**config.mk**
```make
export PLATFORM = sky130hd
export DESIGN_NAME = t03_mem_wb_ctrl
export DESIGN_NICKNAME = d
export VERILOG_FILES = /design/src/rtl/t03_pkg.sv /design/src/rtl/t03_bus_timer.sv /design/src/rtl/t03_mem_wb_ctrl.sv
export SDC_FILE = /design/constraint.sdc
export NUM_CORES = 1
export LEC_CHECK = 0
export ABC_AREA = 0
export CORE_MARGIN = 2
export CORE_UTILIZATION = 43
export CTS_CLUSTER_SIZE = 40
export DETAILED_ROUTE_END_ITERATION = 6
export HOLD_SLACK_MARGIN = 0.15
export PLACE_DENSITY = 0.95
export SYNTH_ARGS = -nofsm -noshare
export SYNTH_HDL_FRONTEND = slang
export SYNTH_SLANG_ARGS = --single-unit
```
**constraint.sdc**
```tcl
create_clock -name clk -period 4.4 [get_ports clk]
set_input_delay 0.88 -clock clk [delete_from_list [all_inputs] [get_ports clk]]
set_output_delay 0.88 -clock clk [all_outputs]
set_load 0.01 [all_outputs]
```
**src/rtl/t03_pkg.sv**
```systemverilog
// Shared types and constants for the team 03 memory/writeback sequencer.
package t03_pkg;

    // Sequencer states: accept, issue request, wait on bus, write back.
    typedef enum logic [1:0] {
        IDLE = 2'd0,
        REQ  = 2'd1,
        WAIT = 2'd2,
        WB   = 2'd3
    } state_t;

    // Default WAIT-state cycle limit for the optional bus timeout.
    localparam int TIMEOUT_CYCLES_DEF = 255;

    // x0 is hard-wired to zero, so a write to it is never issued.
    function automatic logic rd_nonzero(input logic [4:0] rd);
        return rd != 5'd0;
    endfunction

endpackage

```
**src/rtl/t03_bus_timer.sv**
```systemverilog
// WAIT-state watchdog: counts busy cycles and flags the one that reaches LIMIT.
// Instantiated only when T03_BUS_TIMEOUT_EN is defined.
module t03_bus_timer #(
    parameter int LIMIT = 255
) (
    input  logic clk,
    input  logic nRst,
    input  logic i_clr,
    input  logic i_inc,
    output logic o_expire
);
    import t03_pkg::*;

    logic [7:0] r_cnt;

    // Counter clears as WAIT is entered and advances on each busy WAIT cycle.
    always_ff @(posedge clk or negedge nRst) begin
        if (!nRst)      r_cnt <= 8'd0;
        else if (i_clr) r_cnt <= 8'd0;
        else if (i_inc) r_cnt <= r_cnt + 8'd1;
    end

    // Expire on the LIMIT-th busy cycle so WAIT lasts exactly LIMIT cycles.
    always_comb begin
        o_expire = i_inc && (r_cnt == 8'(LIMIT - 1));
    end

endmodule

```
**src/rtl/t03_mem_wb_ctrl.sv**
```systemverilog
// Data-memory access and register writeback sequencer for the RV32 core.
// Shares the single register write port between same-cycle ALU results and
// delayed load results; freezes fetch while a bus transaction is outstanding.
// Optional feature: define T03_BUS_TIMEOUT_EN to abort stuck bus transactions
// after TIMEOUT_CYCLES busy WAIT cycles and raise a sticky bus_error.
module t03_mem_wb_ctrl
    import t03_pkg::*;
#(
    parameter int TIMEOUT_CYCLES = TIMEOUT_CYCLES_DEF
) (
    input  logic        clk,
    input  logic        nRst,
    input  logic        instr_valid,
    input  logic        mem_read,
    input  logic        mem_write,
    input  logic        reg_write_req,
    input  logic [4:0]  rd_addr,
    input  logic [31:0] mem_addr,
    input  logic [31:0] store_data,
    input  logic [31:0] bus_rdata,
    input  logic        bus_busy,
    output logic        bus_read,
    output logic        bus_write,
    output logic [31:0] bus_addr,
    output logic [31:0] bus_wdata,
    output logic        freeze,
    output logic [31:0] load_data,
    output logic        rf_write_en,
    output logic [4:0]  rf_write_addr,
    output logic        bus_error
);

    state_t      r_state, w_next;
    logic [31:0] r_addr, r_wdata, r_load_data;
    logic [4:0]  r_rd;
    logic        r_is_load;
    logic        w_mem_op, w_accept, w_expire;

    assign w_mem_op  = mem_read | mem_write;
    assign w_accept  = (r_state == IDLE) && instr_valid && w_mem_op;

`ifdef T03_BUS_TIMEOUT_EN
    logic r_bus_error;

    t03_bus_timer #(.LIMIT(TIMEOUT_CYCLES)) u_timer (
        .clk     (clk),
        .nRst    (nRst),
        .i_clr   (r_state == REQ),
        .i_inc   ((r_state == WAIT) && bus_busy),
        .o_expire(w_expire)
    );

    // Timeout flag stays set until the next reset.
    always_ff @(posedge clk or negedge nRst) begin
        if (!nRst)         r_bus_error <= 1'b0;
        else if (w_expire) r_bus_error <= 1'b1;
    end

    assign bus_error = r_bus_error;
`else
    assign w_expire  = 1'b0;
    assign bus_error = 1'b0;
`endif

    // State register.
    always_ff @(posedge clk or negedge nRst) begin
        if (!nRst) r_state <= IDLE;
        else       r_state <= w_next;
    end

    // Latch the transaction at acceptance; capture read data as busy drops.
    always_ff @(posedge clk or negedge nRst) begin
        if (!nRst) begin
            r_addr      <= 32'd0;
            r_wdata     <= 32'd0;
            r_rd        <= 5'd0;
            r_is_load   <= 1'b0;
            r_load_data <= 32'd0;
        end else begin
            if (w_accept) begin
                r_addr    <= mem_addr;
                r_wdata   <= store_data;
                r_rd      <= rd_addr;
                r_is_load <= mem_read;  // read wins when both are set
            end
            if (r_state == WAIT && !bus_busy && r_is_load)
                r_load_data <= bus_rdata;
        end
    end

    // Next state; instr_valid is ignored outside IDLE.
    always_comb begin
        w_next = r_state;
        case (r_state)
            IDLE: if (w_accept) w_next = REQ;
            REQ:  w_next = WAIT;
            WAIT: begin
                if (!bus_busy)     w_next = WB;
                else if (w_expire) w_next = IDLE;
            end
            WB:   w_next = IDLE;
            default: w_next = IDLE;
        endcase
    end

    // Bus request, freeze and register-write port outputs.
    always_comb begin
        bus_read      = 1'b0;
        bus_write     = 1'b0;
        freeze        = 1'b0;
        rf_write_en   = 1'b0;
        rf_write_addr = 5'd0;
        case (r_state)
            IDLE: begin
                if (instr_valid && w_mem_op) begin
                    freeze = 1'b1;
                end else if (instr_valid) begin
                    rf_write_en   = reg_write_req && rd_nonzero(rd_addr);
                    rf_write_addr = rd_addr;
                end
            end
            REQ, WAIT: begin
                freeze    = 1'b1;
                bus_read  = r_is_load;
                bus_write = !r_is_load;
            end
            WB: begin
                rf_write_en   = r_is_load && rd_nonzero(r_rd);
                rf_write_addr = r_rd;
            end
            default: ;
        endcase
    end

    assign bus_addr  = r_addr;
    assign bus_wdata = r_wdata;
    assign load_data = r_load_data;

endmodule

```
==> implementation parameters <==
Parameter                              Value

CTS
  Num CTS Buffers    9
  Number of levels in the clock H-tree    3
  Bufs on Longest Clock Path    2
  Number of sinks on the clock net    104
  Clock tree root buffer cell    clkbuf_8
  Number of cells upsized or downsized after cts    0
  Setup repair bufs after CTS    0
  Latest clock arrival within the worst-skew pair    0.36 ns
  Clock slew at the register clock pins of the worst setup and hold paths    0.09 ns
  TritonCTS clock tree    yes
  # hold bufs at CTS    0

STA
  Setup repair after global routing missed its margin    false
  Worst clock skew on the final layout    around 0.01 ns
  Slew HR    between 30% and 40%
  Transition time at the pin with the least slew margin    1.04 ns
  Final total negative setup slack    0 ns
  Fmax achieved    around 280 MHz
  Final critical delay including setup and external delays    approximately 3.6 ns
  Final number of setup-violating endpoints    0
  Fin. Hold Viols    0
  Max-slew violation count    0
  Ratio of final minimum period to clock period    81.2%

Worst setup path
  Critical Path Source Type    input port
  Arrival time at the worst endpoint    2.69 ns
  Critical path type    in -> out
  Critical Path Fanout Max    3
  List of cells traversed by the critical path    clkdlybuf4s50_1, or4_1, o2111ai_1, o31ai_1, clkdlybuf4s50_1
  Data required time at the worst endpoint    roughly 3.5 ns
  Capturing element type of the critical path    output pin
  Highest cell delay on the worst timing path    between 0.5 and 0.6 ns
  Max stage delay cell, worst path    or4_1
  Most used cell along the critical path    clkdlybuf4s50_1

GRT
  First-pass GRT wire length    approximately 16000 microns
  Vias in the first global route    about 3.3k
  Number of antenna violations at the first check in global routing    0
  Largest net degree at the start of global routing    84
  Gr usage total    20.2%
  GRT Residual Overflow    0

Pwr
  Total leakage power    approximately 2.7 nW
  Power density relative to cell area    around 700 mW/mm^2
  Maximum VDD drop    0.000380 V

Logic synthesis
  Share of the yosys chip area belonging to registers    63.1%
  Biggest area consumer among synthesized cells    dfrtp_1
  Post-synthesis compound-gate area fraction    2.70%
  Netlist area before placement    0.00412 sq mm
  Share of cell area taken by muxes after synthesis    27.8%
  Share of the synthesized area in the top cell type    between 60% and 70%
  Synthesized area per cell    ~16 sq um
  Most frequent cell after synthesis    dfrtp_1
  Largest cells by area after synthesis    dfrtp_1 (63%), mux2_2 (26%), buf_6 (1.6%)
  Most used flip-flop cell after synthesis    dfrtp_1
  Post-Synth XOR/XNOR Area    0%
  YS warnings    0
  #FFs+latches synth    104
  Post-synth net total    369
  Fraction of registers with async set or reset after synthesis    100%
  Dominant combinational cell family by area after synthesis    multiplexers
  Number of standard cells after synthesis    256
  Number of enable-type register cells in the synthesized netlist    0
  Unique masters post-synth    26
  Synth Area in Adders    1.52%
  Post-Synth Simple-Gate Area    between 2 and 2.5%
  Leading cell types by count after synthesis    dfrtp_1 (104), mux2_2 (95), nor2_1 (8)

Layout
  FILL cells    around 660
  Layout area overhead    58.1%
  Layout cells sized above 1    between 20% and 30%
  Nets    583
  Number of antenna cells inserted    0
  Final standard cell utilization of the core    approximately 70%

Placement
  Last weighted congestion value of the routability-driven placer    0.801
  Estimated wirelength of the detail-placed design    between 8000 and 9000 microns
  Buffers added on ports    212

Floorplan
  Die extent in y    102 microns
  Floorplan row count    35
  X dimension of the die    102 microns
  Core area    0.00928 sq mm
  Initial Util    44.4%
  Die ar.    slightly above 0.01 sq mm
  Number of placed I/O pins    214

Drt
  Routed length per placed instance    around 17 microns
  Iteration count of the initial detailed-routing pass    4
  Number of DRC violations after detailed routing    0
  Met2 Wirelength    5390 microns
  Number of antenna-violating nets in the routed design    0
  Routed vias    ~2.9k
  Initial DRC count    55
  Top layer used by detailed routing    met4
  Met3 wire length    922 microns
  Met1 WL    3930 microns
  Vias per std cell    4.87
  Total detailed-routing wirelength    10500 microns

Status
  Result of the run    complete, no violations

Flow run
  Reported max-cap violation count    0

Min path
  Worst min-delay path class    reg -> reg
## final timing paths
check                              start       endpoint  slack [ns]  cells past startpoint
max                           rd_addr[2]    rf_write_en        0.83                      5
min                        bus_wdata[27]  bus_wdata[27]        0.50                      1
max reg2reg                   r_state[0]  bus_wdata[10]        2.18                      5
min reg2reg                bus_wdata[27]  bus_wdata[27]        0.50                      1
max in group asynchronous           nRst  load_data[29]        2.77                      2
min in group asynchronous           nRst  bus_wdata[11]        0.70                      1
## layer usage
layer	vias to the layer above	global-route usage, %
met4	0	6.97
met3	17	6.02
met2	147	35.8
li1	1336	-
met5	-	0
met1	1437	23.3
## final cells by class
| type | instances | area, sq um | area share (%) |
|---|---|---|---|
| Clock inverter | 4 | 53.8 | 0.825 |
| Timing Repair Buffer | 215 | 2140 | 32.8 |
| Sequential cell | 104 | 2600 | 39.9 |
| Multi-Input combinational cell | 137 | 1410 | 21.6 |
| Inverter | 3 | 11.3 | 0.173 |
| Clock buffer | 11 | 141 | 2.17 |
| Tap cell | 129 | 161 | 2.48 |
## critical path, delay by kind of cell
| kind | cells | cell delay (ns) |
|---|---|---|
| AO/OA/AOI/OAI | 2 | 0.32 |
| buffers and inverters | 2 | 0.95 |
| AND/OR/NAND/NOR | 1 | 0.55 |
## sequential cells by signal (all words and copies together) (netlist names)
name and cells:
bus_wdata 32, load_data 32, bus_addr 32, r_is_load 1, r_state 2, r_rd 5
## where the power goes
| part | internal (W) | total (W) | switching [W] |
|---|---|---|---|
| clock | 0.000278 | 0.000594 | 0.000316 |
| combinational | 0.00138 | 0.00220 | 0.000822 |
| sequential | 0.00144 | 0.00171 | 0.000262 |
## through the flow
step | total power, W | hold slack [ns] | instances | setup WS, ns | area (sq um)
floorplan | 0.00265 | 0.494 | 256 | 1.83 | 4120
global placement | 0.00384 | 0.473 | 588 | 0.854 | 6330
detailed placement | 0.00396 | 0.484 | 588 | 0.830 | 6330
CTS | 0.00456 | 0.504 | 603 | 0.822 | 6520
global route | 0.00478 | 0.515 | 603 | 0.772 | 6520
finish | 0.00450 | 0.499 | 603 | 0.827 | 6520
## logic make-up after synthesis
family	count (synthesis)
adder cells (fa/ha/maj)	5
other	1
AND/OR/NAND/NOR	16
multiplexers	102
AO/OA/AOI/OAI	13
buffers and inverters	15
flip-flops	104
## placed cells by master, fill, tap and decap left out, types with 3 or more instances in the layout
cell type,instances
a22oi_1,6
buf_4,4
clkbuf_8,10
clkdlybuf4s50_1,211
dfrtp_1,104
ha_1,5
inv_1,3
mux2_1,6
mux2_2,95
nor2_1,8
Note: power is estimated with default switching activity, not from simulation.
